`config.mk`:
```
export PLATFORM = sky130hd
export DESIGN_NAME = axi_lite_burst_master
export DESIGN_NICKNAME = d
export VERILOG_FILES = /design/src/rtl/axi_lite_master_pkg.sv /design/src/rtl/axi_watchdog.sv /design/src/rtl/axi_lite_burst_master.sv
export SDC_FILE = /design/constraint.sdc
export NUM_CORES = 1
export LEC_CHECK = 0
export CAP_MARGIN = 20
export CORE_UTILIZATION = 30
export CTS_BUF_LIST = sky130_fd_sc_hd__clkbuf_4 sky130_fd_sc_hd__clkbuf_8
export DETAILED_ROUTE_END_ITERATION = 10
export PLACE_DENSITY = 0.9
export SETUP_SLACK_MARGIN = 0.2
export SLEW_MARGIN = 20
export SYNTH_ARGS = -nofsm -noshare
export SYNTH_HDL_FRONTEND = slang
export SYNTH_SLANG_ARGS = --single-unit
```
`constraint.sdc`:
```
create_clock -name aclk -period 2.3 [get_ports aclk]
set_input_delay 0.46 -clock aclk [delete_from_list [all_inputs] [get_ports aclk]]
set_output_delay 0.46 -clock aclk [all_outputs]
set_load 0.01 [all_outputs]
```
`src/rtl/axi_lite_master_pkg.sv`:
```
// Shared types and constants for the AXI-lite burst master: FSM states,
// write-response codes and default bus widths.
package axi_lite_master_pkg;

  localparam int DEF_ADDR_W = 32;
  localparam int DEF_DATA_W = 32;
  localparam int DEF_LEN_W  = 8;

  localparam logic [1:0] RESP_OKAY   = 2'b00;
  localparam logic [1:0] RESP_SLVERR = 2'b10;
  localparam logic [1:0] RESP_DECERR = 2'b11;

  typedef enum logic [2:0] {
    ST_IDLE = 3'd0,
    ST_AW   = 3'd1,
    ST_W    = 3'd2,
    ST_B    = 3'd3,
    ST_AR   = 3'd4,
    ST_R    = 3'd5,
    ST_DONE = 3'd6
  } state_e;

endpackage

```
`src/rtl/axi_watchdog.sv`:
```
// Stall watchdog: counts enabled cycles since the last kick and flags expire
// once LIMIT cycles have elapsed; the count holds at LIMIT until kicked.
module axi_watchdog #(
  parameter int LIMIT = 1024
) (
  input  logic aclk,
  input  logic aresetn,
  input  logic en,
  input  logic kick,
  output logic expire
);

  localparam int CW = $clog2(LIMIT + 1);

  logic [CW-1:0] cnt_q;

  always_ff @(posedge aclk) begin
    if (!aresetn || !en || kick)
      cnt_q <= '0;
    else if (cnt_q != CW'(LIMIT))
      cnt_q <= cnt_q + CW'(1);
  end

  assign expire = en & (cnt_q == CW'(LIMIT));

endmodule

```
`src/rtl/axi_lite_burst_master.sv`:
```
// Command-driven AXI-lite burst engine (wlast/rlast extension) with streamed
// write/read data. Optional stuck-slave watchdog: define AXI_MASTER_TIMEOUT_EN.
module axi_lite_burst_master
  import axi_lite_master_pkg::*;
#(
  parameter int ADDR_W      = DEF_ADDR_W,
  parameter int DATA_W      = DEF_DATA_W,
  parameter int LEN_W       = DEF_LEN_W,
  parameter int TIMEOUT_CYC = 1024
) (
  input  logic              aclk,
  input  logic              aresetn,
  input  logic              cmd_valid,
  output logic              cmd_ready,
  input  logic              cmd_write,
  input  logic [ADDR_W-1:0] cmd_addr,
  input  logic [LEN_W-1:0]  cmd_len,
  input  logic              wr_valid,
  output logic              wr_ready,
  input  logic [DATA_W-1:0] wr_data,
  output logic              rd_valid,
  input  logic              rd_ready,
  output logic [DATA_W-1:0] rd_data,
  output logic              rd_last,
  output logic              done,
  output logic              err,
  output logic              timeout,
  output logic [ADDR_W-1:0] awaddr,
  output logic              awvalid,
  input  logic              awready,
  output logic [DATA_W-1:0] wdata,
  output logic              wvalid,
  input  logic              wready,
  output logic              wlast,
  input  logic [1:0]        bresp,
  input  logic              bvalid,
  output logic              bready,
  output logic [ADDR_W-1:0] araddr,
  output logic              arvalid,
  input  logic              arready,
  input  logic [DATA_W-1:0] rdata,
  input  logic              rvalid,
  output logic              rready,
  input  logic              rlast
);

  state_e            st, st_nxt;
  logic [ADDR_W-1:0] addr_q;
  logic [LEN_W-1:0]  len_q, beat_q;
  logic              cmd_ready_q, err_q;
  logic              expire;
  logic              in_aw, in_w, in_b, in_ar, in_r;
  logic              last_beat;
  logic              hs_cmd, hs_aw, hs_w, hs_b, hs_ar, hs_r, r_end;

  // Expiry masks every bus-facing valid/ready in the same cycle it fires.
  assign in_aw = (st == ST_AW) & ~expire;
  assign in_w  = (st == ST_W)  & ~expire;
  assign in_b  = (st == ST_B)  & ~expire;
  assign in_ar = (st == ST_AR) & ~expire;
  assign in_r  = (st == ST_R)  & ~expire;

  assign last_beat = (beat_q == len_q - LEN_W'(1));

  assign cmd_ready = cmd_ready_q;
  assign awaddr    = addr_q;
  assign araddr    = addr_q;
  assign awvalid   = in_aw;
  assign wvalid    = in_w & wr_valid;
  assign wdata     = in_w ? wr_data : '0;
  assign wr_ready  = in_w & wready;
  assign wlast     = in_w & last_beat;
  assign bready    = in_b;
  assign arvalid   = in_ar;
  assign rready    = in_r & rd_ready;
  assign rd_valid  = in_r & rvalid;
  assign rd_data   = in_r ? rdata : '0;
  assign rd_last   = rd_valid & (rlast | last_beat);
  assign done      = (st == ST_DONE);
  assign err       = err_q;

  assign hs_cmd = cmd_valid & cmd_ready_q;
  assign hs_aw  = awvalid & awready;
  assign hs_w   = wvalid & wready;
  assign hs_b   = bvalid & bready;
  assign hs_ar  = arvalid & arready;
  assign hs_r   = rvalid & rready;
  assign r_end  = hs_r & (rlast | last_beat);

  always_comb begin
    st_nxt = st;
    case (st)
      ST_IDLE: if (hs_cmd) st_nxt = cmd_write ? ST_AW : ST_AR;
      ST_AW:   if (expire) st_nxt = ST_DONE; else if (hs_aw) st_nxt = ST_W;
      ST_W:    if (expire) st_nxt = ST_DONE; else if (hs_w && last_beat) st_nxt = ST_B;
      ST_B:    if (expire || hs_b) st_nxt = ST_DONE;
      ST_AR:   if (expire) st_nxt = ST_DONE; else if (hs_ar) st_nxt = ST_R;
      ST_R:    if (expire || r_end) st_nxt = ST_DONE;
      ST_DONE: st_nxt = ST_IDLE;
      default: st_nxt = ST_IDLE;
    endcase
  end

  always_ff @(posedge aclk) begin
    if (!aresetn) begin
      st          <= ST_IDLE;
      addr_q      <= '0;
      len_q       <= '0;
      beat_q      <= '0;
      cmd_ready_q <= 1'b0;
      err_q       <= 1'b0;
    end else begin
      st          <= st_nxt;
      cmd_ready_q <= (st_nxt == ST_IDLE);
      if (hs_cmd) begin
        addr_q <= cmd_addr;
        len_q  <= (cmd_len == '0) ? LEN_W'(1) : cmd_len;
        beat_q <= '0;
        err_q  <= 1'b0;
      end
      if (hs_w || hs_r) beat_q <= beat_q + LEN_W'(1);
      if (hs_b) err_q <= (bresp != RESP_OKAY);
      // A read that ends on only one of rlast / beat count is a length mismatch.
      if (r_end) err_q <= (rlast != last_beat);
      if (expire) err_q <= 1'b1;
    end
  end

`ifdef AXI_MASTER_TIMEOUT_EN
  logic wd_en, wd_kick, timeout_q;

  assign wd_en   = (st == ST_AW) | (st == ST_W) | (st == ST_B) | (st == ST_AR) | (st == ST_R);
  assign wd_kick = (st_nxt != st) | hs_aw | hs_w | hs_b | hs_ar | hs_r;

  axi_watchdog #(.LIMIT(TIMEOUT_CYC)) u_wd (
    .aclk    (aclk),
    .aresetn (aresetn),
    .en      (wd_en),
    .kick    (wd_kick),
    .expire  (expire)
  );

  always_ff @(posedge aclk) begin
    if (!aresetn)    timeout_q <= 1'b0;
    else if (hs_cmd) timeout_q <= 1'b0;
    else if (expire) timeout_q <= 1'b1;
  end

  assign timeout = timeout_q;
`else
  // Keeps TIMEOUT_CYC referenced when the watchdog is compiled out.
  assign expire  = 1'b0 & (TIMEOUT_CYC != 0);
  assign timeout = 1'b0;
`endif

endmodule

```
Yosys cells after proc, flatten, opt, wreduce, memory -nomap -nowiden --
Cells that the tools add are included.
Word-level totals: output and inout bits 141, input port bits 118, word-level logic and storage cells 54, flip-flop bits (word level) 53
Cells by class: bitwise operators 14, reductions and logical operators 8, $add $sub $neg 2, mux-type cells 16, equal/unequal tests 8
Operator list (number):
- two-way mux 32 bit | 2
- two-way mux 8 bit | 3
- two-way mux 3 bit | 7
- case mux 3 bit (6 select lines) | 1
- AND 1 bit | 13
- == test 3 bit (second input constant) | 3
- adder 8 x 1 -> 8 bit (second input constant) | 1
- == test 8 bit | 1
- logical NOT 8 bit | 1
- subtractor 8 x 1 -> 8 bit (second input constant) | 1
- == test 3 x 2 -> 1 bit (second input constant) | 2
- logical NOT 3 bit | 2
- nonzero test 2 bit | 2
- == test 3 x 1 -> 1 bit (second input constant) | 1
- two-way mux 1 bit | 3
- nonzero test 3 bit | 1
- logical AND 1 bit | 1
- logical OR 1 bit | 1
- != test 1 bit | 1
- OR 1 bit | 1

Logic depth before layout (Yosys ltp) --
Gate-level depths: netlist of run 1.
word-level depth 7, mapped depth 12, depth with buffers taken out 11

Least setup slack after synthesis of run 1 --
Ideal clock, no wire load.
path kind flip-flop to output port, start point register len_q[0], end point output port rd_last, slack -368 ps, arrival time 2208 ps, stages on the path, launching flop included 10, path buffers 1, data required time 1840 ps, path through dfxtp_1 -> inv_1 -> ha_1 -> clkbuf_1 -> nor2b_1 -> or3_1 -> a31oi_1 -> o211ai_1 -> ha_1 -> nor4b_1
Between the ends: longest elaborated chain between the ends 4
RTL lines:
- start, declared | RTL line axi_lite_burst_master.sv:49 | logic [LEN_W-1:0] len_q, beat_q;
- start signal, assigned | RTL line axi_lite_burst_master.sv:117 | len_q <= (cmd_len == '0) ? LEN_W'(1) : cmd_len;
- subtractor 8 x 1 -> 8 bit | RTL line axi_lite_burst_master.sv:63 | assign last_beat = (beat_q == len_q - LEN_W'(1));
- == test 8 bit | RTL line axi_lite_burst_master.sv:63
- OR 1 bit | RTL line axi_lite_burst_master.sv:78 | assign rd_last = rd_valid & (rlast | last_beat);
- AND 1 bit | RTL line axi_lite_burst_master.sv:78
- end, declared | RTL line axi_lite_burst_master.sv:24 | output logic rd_last,
Every way passes these cells.

Worst setup path after layout of run 1 --
Ends and elaborated chain as after synthesis.

==> reports/results.txt, run 1 <==
Area contributors post-synth -> dfxtp_1 (34%), and2_1 (14%), nand2_1 (10%)
later-pin clock latency in the skew report -> 0.30 ns
CTS sink cnt -> 53
Detail Route Antenna Nets -> 0
synthesized netlist cell count -> 421
largest family of logic cells by synthesized area -> simple AND/OR/NAND/NOR gates
pin count of the biggest net entering global routing -> 31
Post-synth EDFFs -> 0
FF+latch count, synth -> 53
layout cells sized above 1 -> 0.159
ys async rst share -> 0
Die ar. -> 10900 sq um
TritonCTS clock tree -> done
min-delay src -> araddr[16]$_SDFFE_PN0P_
total gr overflow -> 0
Max Cap Violations -> 0
CTS hold repair buffers -> 0
# DRC -> 0
Top FF cell, synth -> dfxtp_1
clock buffer depth -> 2
Synth top area share -> 0.338
critical path class -> reg2out
worst reg2reg setup slack -> -0.31 ns
hold depth -> 2
reg2reg path depth -> 10
Cell Area, Synth -> 3140 sq um
initial antenna violation count -> 1
Netlist cell types -> 50
Placeable Area -> 9950 sq um
All-Layer GR Usage -> 0.204
First-pass DRT Iterations -> 4
via count -> 3770
clk slew on worst S/H paths -> 0.10 ns
1st-iter DRT viols -> 141
Final Hold Vio Count -> 0
post-synthesis mux area share -> 0
Tmin final -> 2.86 ns
Final WS setup -> -0.563 ns
Crit Path Max Fanout -> 3
CTS Buf Count -> 5
min-delay worst type -> reg2reg
post-synthesis compound-gate area fraction -> 0.145
worst path arrival time -> 2.40 ns
Die H -> 104 um
initial core utilization -> 0.315
Post-Synth Simple-Gate Area -> 0.359
Final #Nets -> 788
Die Width -> 104 um
failing checks -> setup timing
status -> complete, but fails checks
Max rail drop VDD -> 0.309 mV
YS warnings -> 0
number of global-route vias before repair -> 3812
final setup fails -> 6
CP required -> 1.84 ns
final hold slack -> 0.483 ns
RSZ-0062 raised after global routing -> yes
Critical R2R Launch -> len_q[0]$_SDFFE_PN0P_
Tot Pwr -> 0.00235 W
Syn Nets -> 542
Layout Skew -> 0.00685 ns
final wirelength -> 11800 um
max frequency -> 0.349 GHz
dpl hpwl -> 8860 um
deepest level of the CTS H-tree -> 2
FF-to-FF End -> err$_SDFFE_PN0P_
Synth Area in XOR/XNOR -> 0.0223
GPL Wtd Cong -> 0.857
first-pass GRT wire length -> 18100 um
CP Capture Type -> output pin
post-synthesis sequential area ratio -> 0.338
leading area contributor after synthesis -> dfxtp_1
Leakage -> 2.51 nW
drt wl/cell -> 14.7 um
worst hold endpoint -> araddr[16]$_SDFFE_PN0P_
I/O pin cnt -> 259
Power Density -> 398 nW/um^2
fill count -> 847
Avg Cell Area, Syn -> 7.46 sq um
clock root buffer -> clkbuf_8
Ant. Diodes -> 0
fin crit share -> 1.24
Startpoint Class -> flip-flop
Syn-to-layout area delta -> 87.9%
port bufs -> 257
post-DR vias/cell -> 4.71
Core Rows -> 36
area share of fa/ha/maj cells after synthesis -> 0.0120
Final Util -> 0.593
Slew Limit Fails -> 0
-- Yosys cell counts (2+ instances only) --
cell type,instances
ha_1,3
clkbuf_1,19
nor4_1,3
buf_1,4
o21ai_0,11
xor2_1,5
nor3_1,4
or3_1,5
xnor2_1,3
nand2b_1,2
or3b_1,2
a31oi_1,3
dfxtp_1,53
a21oi_1,54
inv_1,6
nand2_1,85
and2_1,70
buf_4,33
nor2_1,11
nand3_1,5
and3b_1,2
a21o_1,2
nor3b_1,2
o211ai_1,2
nand3b_1,2
nor2b_1,4
and3_1,3
-- layout make-up --
type                            count  area [sq um]  share of cell area
Timing Repair Buffer              298          2790               0.473
Multi-Input combinational cell    303          1760               0.298
Sequential cell                    53          1080               0.183
Tap cell                          133           166              0.0282
Clock buffer                        6          76.3              0.0129
Inverter                            6          25.0             0.00424
Clock inverter                      1          8.76             0.00148
-- flip-flops by register name, summed over array words and instances, names as in the netlist --
name and flops:
beat_q 8, cmd_ready 1, araddr 32, err 1, st 3, len_q 8
-- per-stage QoR --
step | std cells | instance area [sq um] | worst slack, ns | TNS, ns
after floorplan | 421 | 3170 | -0.132 | -0.355
after global placement | 784 | 5800 | -0.547 | -1.66
after detailed placement | 784 | 5800 | -0.670 | -2.52
after CTS | 798 | 5960 | -0.524 | -1.67
after global routing | 800 | 5900 | -0.663 | -2.34
final | 800 | 5900 | -0.563 | -1.79
-- logic make-up after synthesis --
| logic type | after synthesis |
|---|---|
| AOI/OAI and AO/OA | 79 |
| buffers and inverters | 65 |
| xor gates and xnor gates | 8 |
| and+or+nand+nor | 212 |
| adders and majority gates | 3 |
| other | 1 |
| DFF | 53 |
-- layout by cell type, fill, tap and decap left out, types with 11 or more instances in the layout --
cell type	count
nand2_1	84
clkdlybuf4s15_1	11
clkbuf_2	25
buf_4	33
and2_1	70
dlygate4sd2_1	30
clkdlybuf4s50_1	183
a21oi_1	54
dfxtp_1	48
-- layer usage --
metal	vias to the layer above	track usage	part of all wire
li1	1842	-	-
met5	-	0	0
met1	1709	0.207	0.36
met2	196	0.410	0.54
met4	0	0.0633	0.021
met3	23	0.0420	0.081
-- timing repair --
action,CTS,global route
gates resized for setup,129,57
cloned,2,2
setup buffers,5,0
setup endpoints to repair,78,41
pin swaps,7,6
endpoints found under the hold margin,0,0
-- worst max-delay path by stage --
| stage | start | to | cells past startpoint |
|---|---|---|---|
| finish | len_q[0]$_SDFFE_PN0P_ | rd_last | 9 |
| global route | len_q[0]$_SDFFE_PN0P_ | rd_last | 9 |
| CTS | len_q[0]$_SDFFE_PN0P_ | rd_last | 9 |
| detailed placement | len_q[0]$_SDFFE_PN0P_ | rd_last | 9 |
| global placement | len_q[0]$_SDFFE_PN0P_ | rd_last | 9 |
| floorplan | len_q[1]$_SDFFE_PN0P_ | err$_SDFFE_PN0P_ | 11 |
-- where the power goes --
part           switching (W)  leakage, nW  internal (W)
Combinational       0.000318         2.03      0.000485
Clock               0.000304       0.0447      0.000224
Sequential         0.0000489        0.435      0.000972
Total               0.000671         2.51       0.00168
-- critical path, stage by stage, from the launching register on --
cell and delay, ns:
dfxtp_4 0.39, inv_4 0.04, ha_4 0.27, xor2_2 0.13, nand2_1 0.09, nor4bb_2 0.32
o211ai_1 0.21, ha_2 0.24, nor4b_2 0.25, buf_2 0.18
No activity file was read; power rests on OpenSTA's default activity.
==> run 2, diff against run 1 <==
--- a/config.mk
+++ b/config.mk
@@ -7,7 +7,7 @@
 export LEC_CHECK = 0
 export CAP_MARGIN = 20
 export CORE_UTILIZATION = 30
-export CTS_BUF_LIST = sky130_fd_sc_hd__clkbuf_4 sky130_fd_sc_hd__clkbuf_8
+export CTS_BUF_LIST = sky130_fd_sc_hd__clkbuf_4 sky130_fd_sc_hd__clkbuf_8 sky130_fd_sc_hd__clkbuf_16
 export DETAILED_ROUTE_END_ITERATION = 10
 export PLACE_DENSITY = 0.9
 export SETUP_SLACK_MARGIN = 0.2
==> results of run 2 <==
No change in the layout: final DEF, timing and power equal those of run 1.
==> run 3, diff against run 2 <==
--- a/config.mk
+++ b/config.mk
@@ -6,12 +6,15 @@
 export NUM_CORES = 1
 export LEC_CHECK = 0
 export CAP_MARGIN = 20
-export CORE_UTILIZATION = 30
+export CORE_AREA = 2 2 101 103
 export CTS_BUF_LIST = sky130_fd_sc_hd__clkbuf_4 sky130_fd_sc_hd__clkbuf_8 sky130_fd_sc_hd__clkbuf_16
 export DETAILED_ROUTE_END_ITERATION = 10
-export PLACE_DENSITY = 0.9
+export DIE_AREA = 0 0 103 105
+export DONT_BUFFER_PORTS = 1
+export PLACE_DENSITY = 0.6
 export SETUP_SLACK_MARGIN = 0.2
 export SLEW_MARGIN = 20
 export SYNTH_ARGS = -nofsm -noshare
 export SYNTH_HDL_FRONTEND = slang
+export SYNTH_HIERARCHICAL = 1
 export SYNTH_SLANG_ARGS = --single-unit
==> run 3 against run 2 <==
Effect of this change: the run still ends with setup timing left; routed wire length down 12%; clock skew up 0.0095 ns; core utilization down 24 points; final area down 42%; sequential power up 5%; global-route usage down 2.7 points; largest cell class is now multi-input combinational cells; highest routed layer unchanged.
==> reports/results.txt, run 3 <==
Crit Path Max Fanout -> 4 (was 3)
Logic pwr share -> 0.179 (was 0.341)
YS warnings -> 6 (was 0)
most common cell in the netlist -> nand2_1 (unchanged)
First-pass DRT Iterations -> 4 (unchanged)
Die Width -> 103 um (was 104 um)
met3 usage -> 0.0535 (was 0.0420)
Detail Route Antenna Nets -> 0 (unchanged)
final instance area -> 3410 sq um (was 5900 sq um)
ys async rst share -> 0 (unchanged)
reg2reg path depth -> 11 (was 10)
commonest non-fill, non-tap cell in the layout -> nand2_1 (was clkdlybuf4s50_1)
deepest level of the CTS H-tree -> 2 (unchanged)
relative slew slack -> 0.658
slowest CP cell -> dfxtp_4 (unchanged)
Syn Nets -> 542 (unchanged)
layout cells sized above 1 -> 0.164 (was 0.159)
# DRC -> 0 (unchanged)
sw frac -> 0.316 (was 0.285)
commonest cells after routing, fill and taps aside -> nand2_1 (85), and2_1 (68), a21oi_1 (54) (was clkdlybuf4s50_1 (183), nand2_1 (84), and2_1 (70))
critical path class -> reg2out (unchanged)
min-delay worst type -> in2reg (was reg2reg)
Sw Pwr -> 0.000627 W (was 0.000671 W)
I/O pin cnt -> 259 (unchanged)
clk slew on worst S/H paths -> 0.11 ns (was 0.10 ns)
synth cell count leaders -> nand2_1 (85), and2_1 (70), a21oi_1 (54) (unchanged)
Worst-Margin Slew -> 0.512 ns
Power Density -> 581 nW/um^2 (was 398 nW/um^2)
total gr overflow -> 0 (unchanged)
synthesized netlist cell count -> 421 (unchanged)
Cell Area, Synth -> 3140 sq um (unchanged)
via count -> 2736 (was 3770)
Final Util -> 0.354 (was 0.593)
CP required -> 1.84 ns (about the same)
clock buffer depth -> 2 (unchanged)
Die H -> 105 um (was 104 um)
Synth top area share -> 0.338 (unchanged)
port bufs -> 0 (was 257)
CP Capture Type -> output pin (unchanged)
initial antenna violation count -> 3 (was 1)
met2 Use GR -> 0.351 (was 0.410)
P_int -> 0.00136 W (was 0.00168 W)
clock root buffer -> clkbuf_8 (unchanged)
Layout Skew -> 0.0163 ns (was 0.00685 ns)
TritonCTS clock tree -> done (unchanged)
Final #Nets -> 523 (was 788)
dpl hpwl -> 8170 um (was 8860 um)
Die ar. -> 10800 sq um (was 10900 sq um)
initial core utilization -> 0.326 (was 0.315)
Final WS setup -> -0.450 ns (was -0.563 ns)
Largest register FFs -> 32 (unchanged)
leading area contributor after synthesis -> dfxtp_1 (unchanged)
Max rail drop VDD -> 0.244 mV (was 0.309 mV)
Leakage -> 1.31 nW (was 2.51 nW)
Placeable Area -> 9640 sq um (was 9950 sq um)
later-pin clock latency in the skew report -> 0.32 ns (was 0.30 ns)
CTS Buf Count -> 5 (unchanged)
max frequency -> 0.364 GHz (was 0.349 GHz)
GPL Wtd Cong -> 0.830 (was 0.857)
clock network power share -> 0.280 (was 0.224)
Startpoint Class -> flip-flop (unchanged)
pin count of the biggest net entering global routing -> 38 (was 31)
CTS sink cnt -> 53 (unchanged)
Final Hold Vio Count -> 0 (unchanged)
Sequential Power Share -> 0.541 (was 0.434)
number of global-route vias before repair -> 2562 (was 3812)
Post-synth EDFFs -> 0 (unchanged)
Area contributors post-synth -> dfxtp_1 (34%), and2_1 (14%), nand2_1 (10%) (unchanged)
met1 Use GR -> 0.160 (was 0.207)
fill count -> 1050 (was 847)
Top FF cell, synth -> dfxtp_1 (unchanged)
CP peak stage delay -> 0.38 ns (was 0.39 ns)
failing checks -> setup timing (unchanged)
drt wl/cell -> 19.1 um (was 14.7 um)
status -> complete, but fails checks (unchanged)
Avg Cell Area, Syn -> 7.46 sq um (unchanged)
Netlist cell types -> 50 (unchanged)
final setup fails -> 6 (unchanged)
fin crit share -> 1.20 (was 1.24)
RSZ-0062 raised after global routing -> yes (unchanged)
gr busiest metal -> met2 (unchanged)
1st-iter DRT viols -> 109 (was 141)
post-synthesis sequential area ratio -> 0.338 (unchanged)
Core Rows -> 36 (unchanged)
hold depth -> 2 (unchanged)
Max Cap Violations -> 0 (unchanged)
Tmin final -> 2.75 ns (was 2.86 ns)
Placed Instance Area -> 3190 sq um (was 5800 sq um)
FF+latch count, synth -> 53 (unchanged)
first-pass GRT wire length -> 14100 um (was 18100 um)
All-Layer GR Usage -> 0.178 (was 0.204)
final wirelength -> 10300 um (was 11800 um)
Slew Limit Fails -> 0 (unchanged)
worst path arrival time -> 2.29 ns (was 2.40 ns)
post-DR vias/cell -> 5.08 (was 4.71)
CP Cell Sequence -> inv_4, ha_4, xor2_1, nand2_1, nor4bb_2, o211ai_1, ha_2, nor4b_4, buf_4 (was inv_4, ha_4, xor2_2, nand2_1, nor4bb_2, o211ai_1, ha_2, nor4b_2, buf_2)
Syn-to-layout area delta -> 8.57% (was 87.9%)
run 3: kinds of logic (layout without fill, tap and decap cells):
| family | count (synthesis) | count (layout) | synth area share |
|---|---|---|---|
| AO/OA/AOI/OAI | 79 | 79 | 0.145 |
| XOR/XNOR | 8 | 8 | 0.0223 |
| adder cells (fa/ha/maj) | 3 | 3 | 0.0120 |
| buffers and inverters | 65 | 47 | 0.123 |
| flip-flops | 53 | 53 | 0.338 |
| other | 1 | 4 | 0.00119 |
| AND/OR/NAND/NOR | 212 | 212 | 0.359 |
run 3: worst max-delay path: cells and delay by family (launching register included):
kind / cells / cell delay (ns)
flops: 1 / 0.38
buf+inv: 2 / 0.21
simple gates: 3 / 0.60
compound gates: 1 / 0.16
xor+xnor: 1 / 0.14
fa+ha+maj: 2 / 0.49
run 3: area by class of cell:
class                   count  area, sq um  share of cell area
repair buffers             33          272              0.0796
clock inverters             2         13.8             0.00404
clock buffers               6         76.3              0.0224
flip-flops and latches     53         1070               0.315
multi-input cells         303         1770               0.520
inverters                   6         25.0             0.00734
diodes                      3         7.51             0.00220
well taps                 133          166              0.0488
run 3: timing repair:
action	4_1_cts	5_1_grt
resized for setup	19	7
gates cloned	0	1
setup endpoints to repair	40	31
pin swaps	7	5
buffers inserted	2	1
hold buffers	0	0
run 3: worst paths after layout:
kind                         start                     end  slack [ns]
max          len_q[0]$_SDFFE_PN0P_                 rd_last       -0.45
max reg2reg  len_q[0]$_SDFFE_PN0P_    cmd_ready$_SDFF_PN0_       -0.21
min reg2reg  len_q[7]$_SDFFE_PN0P_   len_q[7]$_SDFFE_PN0P_        0.51
min                    cmd_addr[5]  araddr[5]$_SDFFE_PN0P_        0.26
run 3: layer usage:
layer / part of all wire / wire (um)
met1: 0.33 / 3450
met2: 0.55 / 5690
met3: 0.082 / 851
met4: 0.031 / 325
met5: 0 / 0
run 3: metrics by stage:
stage / setup TNS (ns) / cells / hold slack (ns) / power [W] / setup WS (ns)
detailed placement: -0.933 / 524 / 0.489 / 0.00143 / -0.222
CTS: -1.10 / 534 / 0.247 / 0.00200 / -0.499
floorplan: -0.355 / 421 / 0.448 / 0.00137 / -0.132
global route: -2.23 / 537 / 0.240 / 0.00211 / -0.610
finish: -1.45 / 539 / 0.258 / 0.00198 / -0.450
global placement: -0.751 / 524 / 0.490 / 0.00142 / -0.220
run 3: power by group through the flow:
stage / Sequential [W] / Clock [W] / Combinational (W)
4_1_cts: 0.00107 / 0.000576 / 0.000355
6_report: 0.00107 / 0.000555 / 0.000355
3_3_place_gp: 0.00109 / 0 / 0.000328
5_1_grt: 0.00109 / 0.000624 / 0.000398
2_1_floorplan: 0.00105 / 0 / 0.000315
3_5_place_dp: 0.00109 / 0 / 0.000335
